===== config.mk =====
export PLATFORM = sky130hd
export DESIGN_NAME = relax_osc_ctrl
export DESIGN_NICKNAME = d
export VERILOG_FILES = /design/src/rtl/relax_osc_pkg.sv /design/src/rtl/relax_osc_ctrl_cmp_sync.sv /design/src/rtl/relax_osc_ctrl.sv
export SDC_FILE = /design/constraint.sdc
export NUM_CORES = 1
export LEC_CHECK = 0
export ABC_CLOCK_PERIOD_IN_PS = 2500
export CAP_MARGIN = 30
export CORE_MARGIN = 1.5
export CORE_UTILIZATION = 40
export DETAILED_ROUTE_END_ITERATION = 8
export HOLD_SLACK_MARGIN = 0.15
export PLACE_DENSITY = 0.73
export SLEW_MARGIN = 0
export SYNTH_ARGS = -nofsm -noshare
export SYNTH_HDL_FRONTEND = slang
export SYNTH_SLANG_ARGS = --single-unit

===== constraint.sdc =====
create_clock -name clk -period 2.5 [get_ports clk]
set_input_delay 0.25 -clock clk [delete_from_list [all_inputs] [get_ports clk]]
set_output_delay 0.25 -clock clk [all_outputs]
set_load 0.02 [all_outputs]

===== src/rtl/relax_osc_pkg.sv =====
// ============================================================================
// relax_osc_pkg : shared types and constants for the relaxation-osc controller
// Rev 1.0
// ============================================================================
`default_nettype none

package relax_osc_pkg;

    typedef enum logic [1:0] {
        IDLE    = 2'd0,
        MEASURE = 2'd1,
        DONE    = 2'd2
    } state_t;

    // One-hot cap0 select; users slice the low N_CAP bits.
    localparam logic [31:0] SEL_RESET = 32'd1;

endpackage

`default_nettype wire


===== src/rtl/relax_osc_ctrl_cmp_sync.sv =====
// ============================================================================
// cmp_sync : multi-stage synchroniser for the comparator plus rising-edge pulse
// Rev 1.0
// ============================================================================
`default_nettype none

module cmp_sync #(
    parameter int SYNC_STAGES = 2
) (
    input  logic clk,
    input  logic rst_n,
    input  logic cmp_i,
    output logic rise_o
);

    logic [SYNC_STAGES-1:0] sync_q;
    logic                   sync_dly_q;

    always_ff @(posedge clk or negedge rst_n) begin
        if (!rst_n) begin
            sync_q     <= '0;
            sync_dly_q <= 1'b0;
        end else begin
            sync_q     <= {sync_q[SYNC_STAGES-2:0], cmp_i};
            sync_dly_q <= sync_q[SYNC_STAGES-1];
        end
    end

    assign rise_o = sync_q[SYNC_STAGES-1] & ~sync_dly_q;

endmodule

`default_nettype wire


===== src/rtl/relax_osc_ctrl.sv =====
// ============================================================================
// relax_osc_ctrl : windowed edge counter and capacitor rotator for a
//                  comparator-driven relaxation oscillator
// Rev 1.0
// ============================================================================
`default_nettype none

module relax_osc_ctrl
    import relax_osc_pkg::*;
#(
    parameter int CNT_W       = 8,
    parameter int N_CAP       = 2,
    parameter int WIN_W       = 16,
    parameter int RST_CYC     = 2,
    parameter int SYNC_STAGES = 2
) (
    input  logic             clk,
    input  logic             rst_n,
    input  logic             en,
    input  logic [WIN_W-1:0] win_len,
    input  logic             cmp,
    output logic             rst_out,
    output logic [N_CAP-1:0] sel_cap,
    output logic [CNT_W-1:0] count,
    output logic             valid,
    output logic             ovf
);

    localparam int              BLK_W    = $clog2(RST_CYC + 1);
    localparam logic [BLK_W-1:0] BLK_LOAD = BLK_W'(RST_CYC);
    localparam logic [CNT_W-1:0] CNT_MAX  = '1;

    state_t           state_q;
    logic [WIN_W-1:0] win_cnt_q;
    logic [CNT_W-1:0] edge_cnt_q, edge_cnt_d;
    logic             ovf_int_q, ovf_int_d;
    logic [BLK_W-1:0] blank_q;
    logic [N_CAP-1:0] sel_q;
    logic             rst_out_q;
    logic [CNT_W-1:0] count_q;
    logic             valid_q;
    logic             ovf_q;

    logic             w_rise;
    logic             w_accept;
    logic [WIN_W-1:0] w_win_load;

    cmp_sync #(
        .SYNC_STAGES (SYNC_STAGES)
    ) u_cmp_sync (
        .clk    (clk),
        .rst_n  (rst_n),
        .cmp_i  (cmp),
        .rise_o (w_rise)
    );

    assign w_accept   = (state_q == MEASURE) && (blank_q == '0) && w_rise;
    assign w_win_load = (win_len == '0) ? WIN_W'(1) : win_len;

    // Saturating counter; the edge of the final window cycle must reach count.
    always_comb begin
        edge_cnt_d = edge_cnt_q;
        ovf_int_d  = ovf_int_q;
        if (w_accept) begin
            if (edge_cnt_q == CNT_MAX) begin
                ovf_int_d = 1'b1;
            end else begin
                edge_cnt_d = edge_cnt_q + CNT_W'(1);
            end
        end
    end

    always_ff @(posedge clk or negedge rst_n) begin
        if (!rst_n) begin
            state_q    <= IDLE;
            win_cnt_q  <= '0;
            edge_cnt_q <= '0;
            ovf_int_q  <= 1'b0;
            blank_q    <= '0;
            sel_q      <= SEL_RESET[N_CAP-1:0];
            rst_out_q  <= 1'b0;
            count_q    <= '0;
            valid_q    <= 1'b0;
            ovf_q      <= 1'b0;
        end else begin
            valid_q <= 1'b0;

            // Blanking runs independently of the FSM so an aborted window's pulse completes.
            if (w_accept) begin
                sel_q     <= {sel_q[N_CAP-2:0], sel_q[N_CAP-1]};
                blank_q   <= BLK_LOAD;
                rst_out_q <= 1'b1;
            end else if (blank_q != '0) begin
                blank_q   <= blank_q - BLK_W'(1);
                rst_out_q <= (blank_q != BLK_W'(1));
            end else begin
                rst_out_q <= 1'b0;
            end

            case (state_q)
                IDLE: begin
                    if (en) begin
                        state_q    <= MEASURE;
                        edge_cnt_q <= '0;
                        ovf_int_q  <= 1'b0;
                        win_cnt_q  <= w_win_load;
                    end
                end
                MEASURE: begin
                    if (!en) begin
                        state_q <= IDLE;
                    end else begin
                        edge_cnt_q <= edge_cnt_d;
                        ovf_int_q  <= ovf_int_d;
                        if (win_cnt_q == WIN_W'(1)) begin
                            state_q <= DONE;
                            count_q <= edge_cnt_d;
                            ovf_q   <= ovf_int_d;
                            valid_q <= 1'b1;
                        end else begin
                            win_cnt_q <= win_cnt_q - WIN_W'(1);
                        end
                    end
                end
                DONE: begin
                    if (en) begin
                        state_q    <= MEASURE;
                        edge_cnt_q <= '0;
                        ovf_int_q  <= 1'b0;
                        win_cnt_q  <= w_win_load;
                    end else begin
                        state_q <= IDLE;
                    end
                end
                default: state_q <= IDLE;
            endcase
        end
    end

    assign rst_out = rst_out_q;
    assign sel_cap = sel_q;
    assign count   = count_q;
    assign valid   = valid_q;
    assign ovf     = ovf_q;

endmodule

`default_nettype wire


### Yosys cells after proc, flatten, opt, wreduce, memory -nomap -nowiden

Index checks and enable logic that the tools add are counted.

* register bits after elaboration: 45
* input bits: 20
* output and inout port bits: 13
* word-level logic and storage cells: 67

* add/sub/neg operators: 3
* eq/ne operators: 10
* multiplexer cells: 27
* bitwise gates (word level): 2
* reduce and logical (&&, ||, !) cells: 13

Operator list (number)
* two-way mux 16 bit: 4
* two-way mux 8 bit: 4
* case mux 16 bit (2 select lines): 1
* equality test 16 x 1 -> 1 bit (second input constant): 1
* logical NOT 16 bit: 1
* case mux 8 bit (2 select lines): 1
* subtractor 16 x 1 -> 16 bit (second input constant): 1
* two-way mux 1 bit: 10
* two-way mux 2 bit: 5
* adder 8 x 1 -> 8 bit (second input constant): 1
* equality test 8 bit (second input constant): 1
* inequality test 2 bit (second input constant): 3
* case mux 2 bit (3 select lines): 1
* AND reduction 3 bit: 2
* nonzero test 2 bit: 3
* logical NOT 2 bit: 2
* inequality test 2 x 1 -> 1 bit (second input constant): 2
* AND reduction 4 bit: 1
* inequality test 3 x 2 -> 1 bit (second input constant): 1
* equality test 2 x 1 -> 1 bit (second input constant): 1
* equality test 2 bit (second input constant): 1
* logical AND 1 bit: 2
* case mux 1 bit (2 select lines): 1
* AND reduction 2 bit: 1
* 4 further kinds: 4

### Depth between registers and ports, before layout

* depth after elaboration: 6
* gate-level depth with buffers: 8
* depth with buffers taken out: 7

### Hierarchy

Synthesis repeated with hierarchy kept, for this count alone.

* cells, all modules: 268
* area, all modules: 2461.1 sq um

Modules (own cells, without submodules)
* relax_osc_ctrl: instances 1, cells an instance 264, area an instance 2372.3 sq um, sequential area each 1052.3 sq um
* cmp_sync: instances 1, cells an instance 4, area an instance 88.8 sq um, sequential area each 75.1 sq um

### Worst setup path before layout

Ideal clock, no wire load.

* path kind: register to register
* from: register win_cnt_q[1]
* to: register win_cnt_q[10]
* library setup time: 0.126 ns
* arrival: 1.889 ns
* data required time: 2.374 ns
* setup slack: 0.485 ns
* stages on the path, launching flop included: 8
* path buffers: 1
* period minus slack after synthesis: 2.015 ns
* path through: dfrtp_1 inv_1 ha_1 or4b_1 clkbuf_1 o311ai_0 o41ai_1 a221o_1

* cells in the longest elaborated chain, start to end: 4
* elaborated cells on any way between the ends: 7
* those cells by class: add/sub (1); eq/ne (2); mux (3); reduce/logical (1)

Ends and longest elaborated chain
* from (decl): RTL line relax_osc_ctrl.sv:34 `logic [WIN_W-1:0] win_cnt_q;`
* from (signal assigned): RTL line relax_osc_ctrl.sv:106 `win_cnt_q <= w_win_load;`
* from (signal assigned): RTL line relax_osc_ctrl.sv:121 `win_cnt_q <= win_cnt_q - WIN_W'(1);`
* from (signal assigned): RTL line relax_osc_ctrl.sv:130 `win_cnt_q <= w_win_load;`
* subtractor 16 x 1 -> 16 bit: RTL line relax_osc_ctrl.sv:121
* two-way mux 16 bit: RTL line relax_osc_ctrl.sv:115 `if (win_cnt_q == WIN_W'(1)) begin`
* two-way mux 16 bit: RTL line relax_osc_ctrl.sv:110 `if (!en) begin`
* case mux 16 bit (2 select lines): RTL line relax_osc_ctrl.sv:100 `case (state_q)`

Several ways; a longest one is shown, not always the timed one. The select of a mux whose other input is x is not followed.
A chain may end at the register's enable or synchronous reset.

### Worst setup path after layout

* from: register win_cnt_q[6]
* to: register win_cnt_q[13]

Same word-level chain as after synthesis.

==> results by group <==
Global route
  – Grt total ovfl: 0
  – GRT Util Overall: 19.4%
  – First-pass GRT wire length: 9600 um
  – Vias in the first global route: 2056
  – Initial antenna violation count: 0
  – Pin count of the biggest net entering global routing: 46

Floorplanning
  – Initial Util: 41.2%
  – Die H: 80.6 um
  – DIE AREA: 6500 um2
  – Die span in x: 80.6 um
  – Top Ports: 33
  – Core Area: 5850 um2
  – Rows: 28

Timing
  – Final Hold Slack: 337 ps
  – Final worst-path cycle share: 88.9%
  – Final Skew: 4.34 ps
  – Slew @ Worst Pin: 476 ps
  – Max-slew violation count: 0
  – Fmax: 450 MHz
  – Slew margin rel.: 68.1%
  – RSZ-0062 raised after global routing: no
  – Crit path time final: 2220 ps
  – Worst setup margin: 276 ps
  – Setup tns final: 0 ps
  – Final setup vio count: 0
  – Fin. Hold Viols: 0

Finish
  – Area delta synth->final: 22.4%
  – Ant diodes: 0
  – Commonest cells after routing, fill and taps aside: dfrtp_1 (44), nand2_1 (37), clkdlybuf4s50_1 (31), o21ai_0 (19), nor2_1 (18)
  – Final core utilization: 50.4%
  – Most common cell after layout, fill and taps aside: dfrtp_1
  – Final net count: 322
  – Layout cells sized above 1: 8.72%

Worst setup path
  – Crit path max-delay family: simple AND/OR/NAND/NOR gates
  – Crit-path max FO: 11
  – WS Path Type: reg -> reg
  – Buf/Inv on CP: 1
  – Critical-path cell list: or4_1 -> nor4b_4 -> a31o_2 -> inv_2 -> a41o_1
  – CP max stage delay: 650 ps
  – Worst setup SP type: flip-flop
  – Crit path DAT: 2420 ps
  – Slowest CP cell: or4_1
  – Critical path endpoint category: flip-flop
  – WP data required: 2700 ps

Route
  – Routed WL: 5600 um
  – First-pass DRT Iterations: 4
  – DR DRC count: 0
  – DR vias/cell: 5.68
  – DRT iter0 DRCs: 116
  – DR WL/cell: 15.0 um
  – Post-route ant nets: 0
  – DR vias: 2117

Power
  – Leak pwr: 1.21 nW
  – Switch share: 29.2%
  – Tot Pwr: 1.77 mW
  – VDD IR-drop max: 0.000341 V
  – Clock Power Share: 31.4%
  – Switching Power: 0.517 mW
  – Int Pwr: 1.25 mW
  – PD cells: 600 nW/um2
  – Combinational Power Share: 19.2%
  – Seq pwr share: 49.4%

Clocking
  – Cts hold-fix bufs: 1
  – CTS root buffer: clkbuf_8
  – Clock Latency Late Sink: 300 ps
  – Clock Tree Buf Depth: 2
  – H-tree depth: 2
  – Cts bufs inserted: 5
  – Clk sink count: 45
  – Clock slew at reported path FFs: 80 ps
  – Number of post-CTS setup repair buffers: 0
  – Cts repair resizes: 0
  – CTS tree: built

Logic synthesis
  – Syn Inst Count: 261
  – Sequential area share after synthesis: 46.8%
  – Adder-cell share of the synthesized area: 2.60%
  – Combinational family with the most area after synthesis: simple AND/OR/NAND/NOR gates
  – Yosys warnings: 0
  – Post-Synthesis Net Count: 286
  – Post-synthesis mux area share: 2.91%
  – Async SR Flop Fraction: 100%
  – Synth unique cells: 53
  – Compound-Gate Fraction of Synth Area: 20.6%
  – Syn_area_per_cell: 9.23 um2
  – Top FF cell, synth: dfrtp_1
  – Post-synth EDFFs: 0
  – Cell area after synthesis: 2410 um2
  – Synth Area in XOR/XNOR: 1.45%
  – Synth Area in Simple Gates: 21.5%
  – #FFs+latches synth: 45

Status
  – Outcome: finished, final reports clean

Place
  – DP Wirelength: 4050 um
  – Worst slack at placement: 287 ps
  – Port Buffer Count: 32
  – Routability cong.: 0.930

Run
  – Max Cap Viol: 0

Worst hold path
  – Hold crit path type: in -> async
[state kept, by name (all words and copies together), names as in the netlist, 2 cells and up]
register	count
u_cmp_sync.sync_q	2
blank_q	2
win_cnt_q	16
count	8
edge_cnt_q	8
state_q	2
sel_cap	2
[Yosys cell counts (5+ instances only)]
cell | n | area [um2]
a21oi_1 | 13 | 65.1
nand2_1 | 37 | 139
nand3_1 | 8 | 40.0
buf_2 | 5 | 25.0
nor3_1 | 11 | 55.1
inv_1 | 9 | 33.8
ha_1 | 5 | 62.6
o21ai_0 | 19 | 95.1
dfrtp_1 | 44 | 1100
mux2i_1 | 7 | 70.1
nor4_1 | 8 | 50.1
nor2_1 | 18 | 67.6
clkbuf_1 | 5 | 18.8
o21ai_1 | 9 | 45.0
[layer usage]
layer / part of all wire (%) / global-route usage (%)
met3: 5.8 / 4.55
met5: 0 / 0
met4: 1.8 / 8.45
met1: 45 / 24.8
met2: 47 / 31.3
[worst paths after layout]
check                                               start                              to  slack, ps  cells after the start
max                              win_cnt_q[6]$_DFFE_PN0P_       win_cnt_q[13]$_DFFE_PN0P_        280                      5
min                                                 rst_n               rst_out$_DFF_PN0_        340                      2
max reg2reg                      win_cnt_q[6]$_DFFE_PN0P_       win_cnt_q[13]$_DFFE_PN0P_        280                      5
min reg2reg                u_cmp_sync.sync_q[0]$_DFF_PN0_  u_cmp_sync.sync_q[1]$_DFF_PN0_        360                      0
max in group asynchronous                           rst_n        win_cnt_q[1]$_DFFE_PN0P_       1700                      3
min in group clk           u_cmp_sync.sync_q[0]$_DFF_PN0_  u_cmp_sync.sync_q[1]$_DFF_PN0_        360                      0
[cells by family after synthesis]
logic type,count (synthesis)
buffers and inverters,22
adder cells (fa/ha/maj),5
flip-flops,45
AND/OR/NAND/NOR,102
AO/OA/AOI/OAI,76
XOR/XNOR,4
multiplexers,7
[power by group through the flow]
stage / clock network [mW] / registers (mW) / logic (mW)
after floorplan: 0 / 0.878 / 0.211
after global placement: 0 / 0.883 / 0.324
after detailed placement: 0 / 0.886 / 0.336
after CTS: 0.577 / 0.872 / 0.338
after global routing: 0.609 / 0.883 / 0.389
final: 0.556 / 0.874 / 0.339
[through the flow]
stage,instance area [um2],cells
2_1_floorplan,2410,261
3_3_place_gp,2810,363
3_5_place_dp,2810,363
4_1_cts,2930,372
5_1_grt,2950,373
6_report,2950,373
[final cells by class]
class	count	area, um2
Timing Repair Buffer	41	398
Tap cell	75	93.8
Clock inverter	2	38.8
Clock buffer	6	72.6
Fill cell	537	2900
Multi-Input combinational cell	194	1180
Sequential cell	45	1130
Inverter	10	37.5
(Power assumes the default switching activity.)
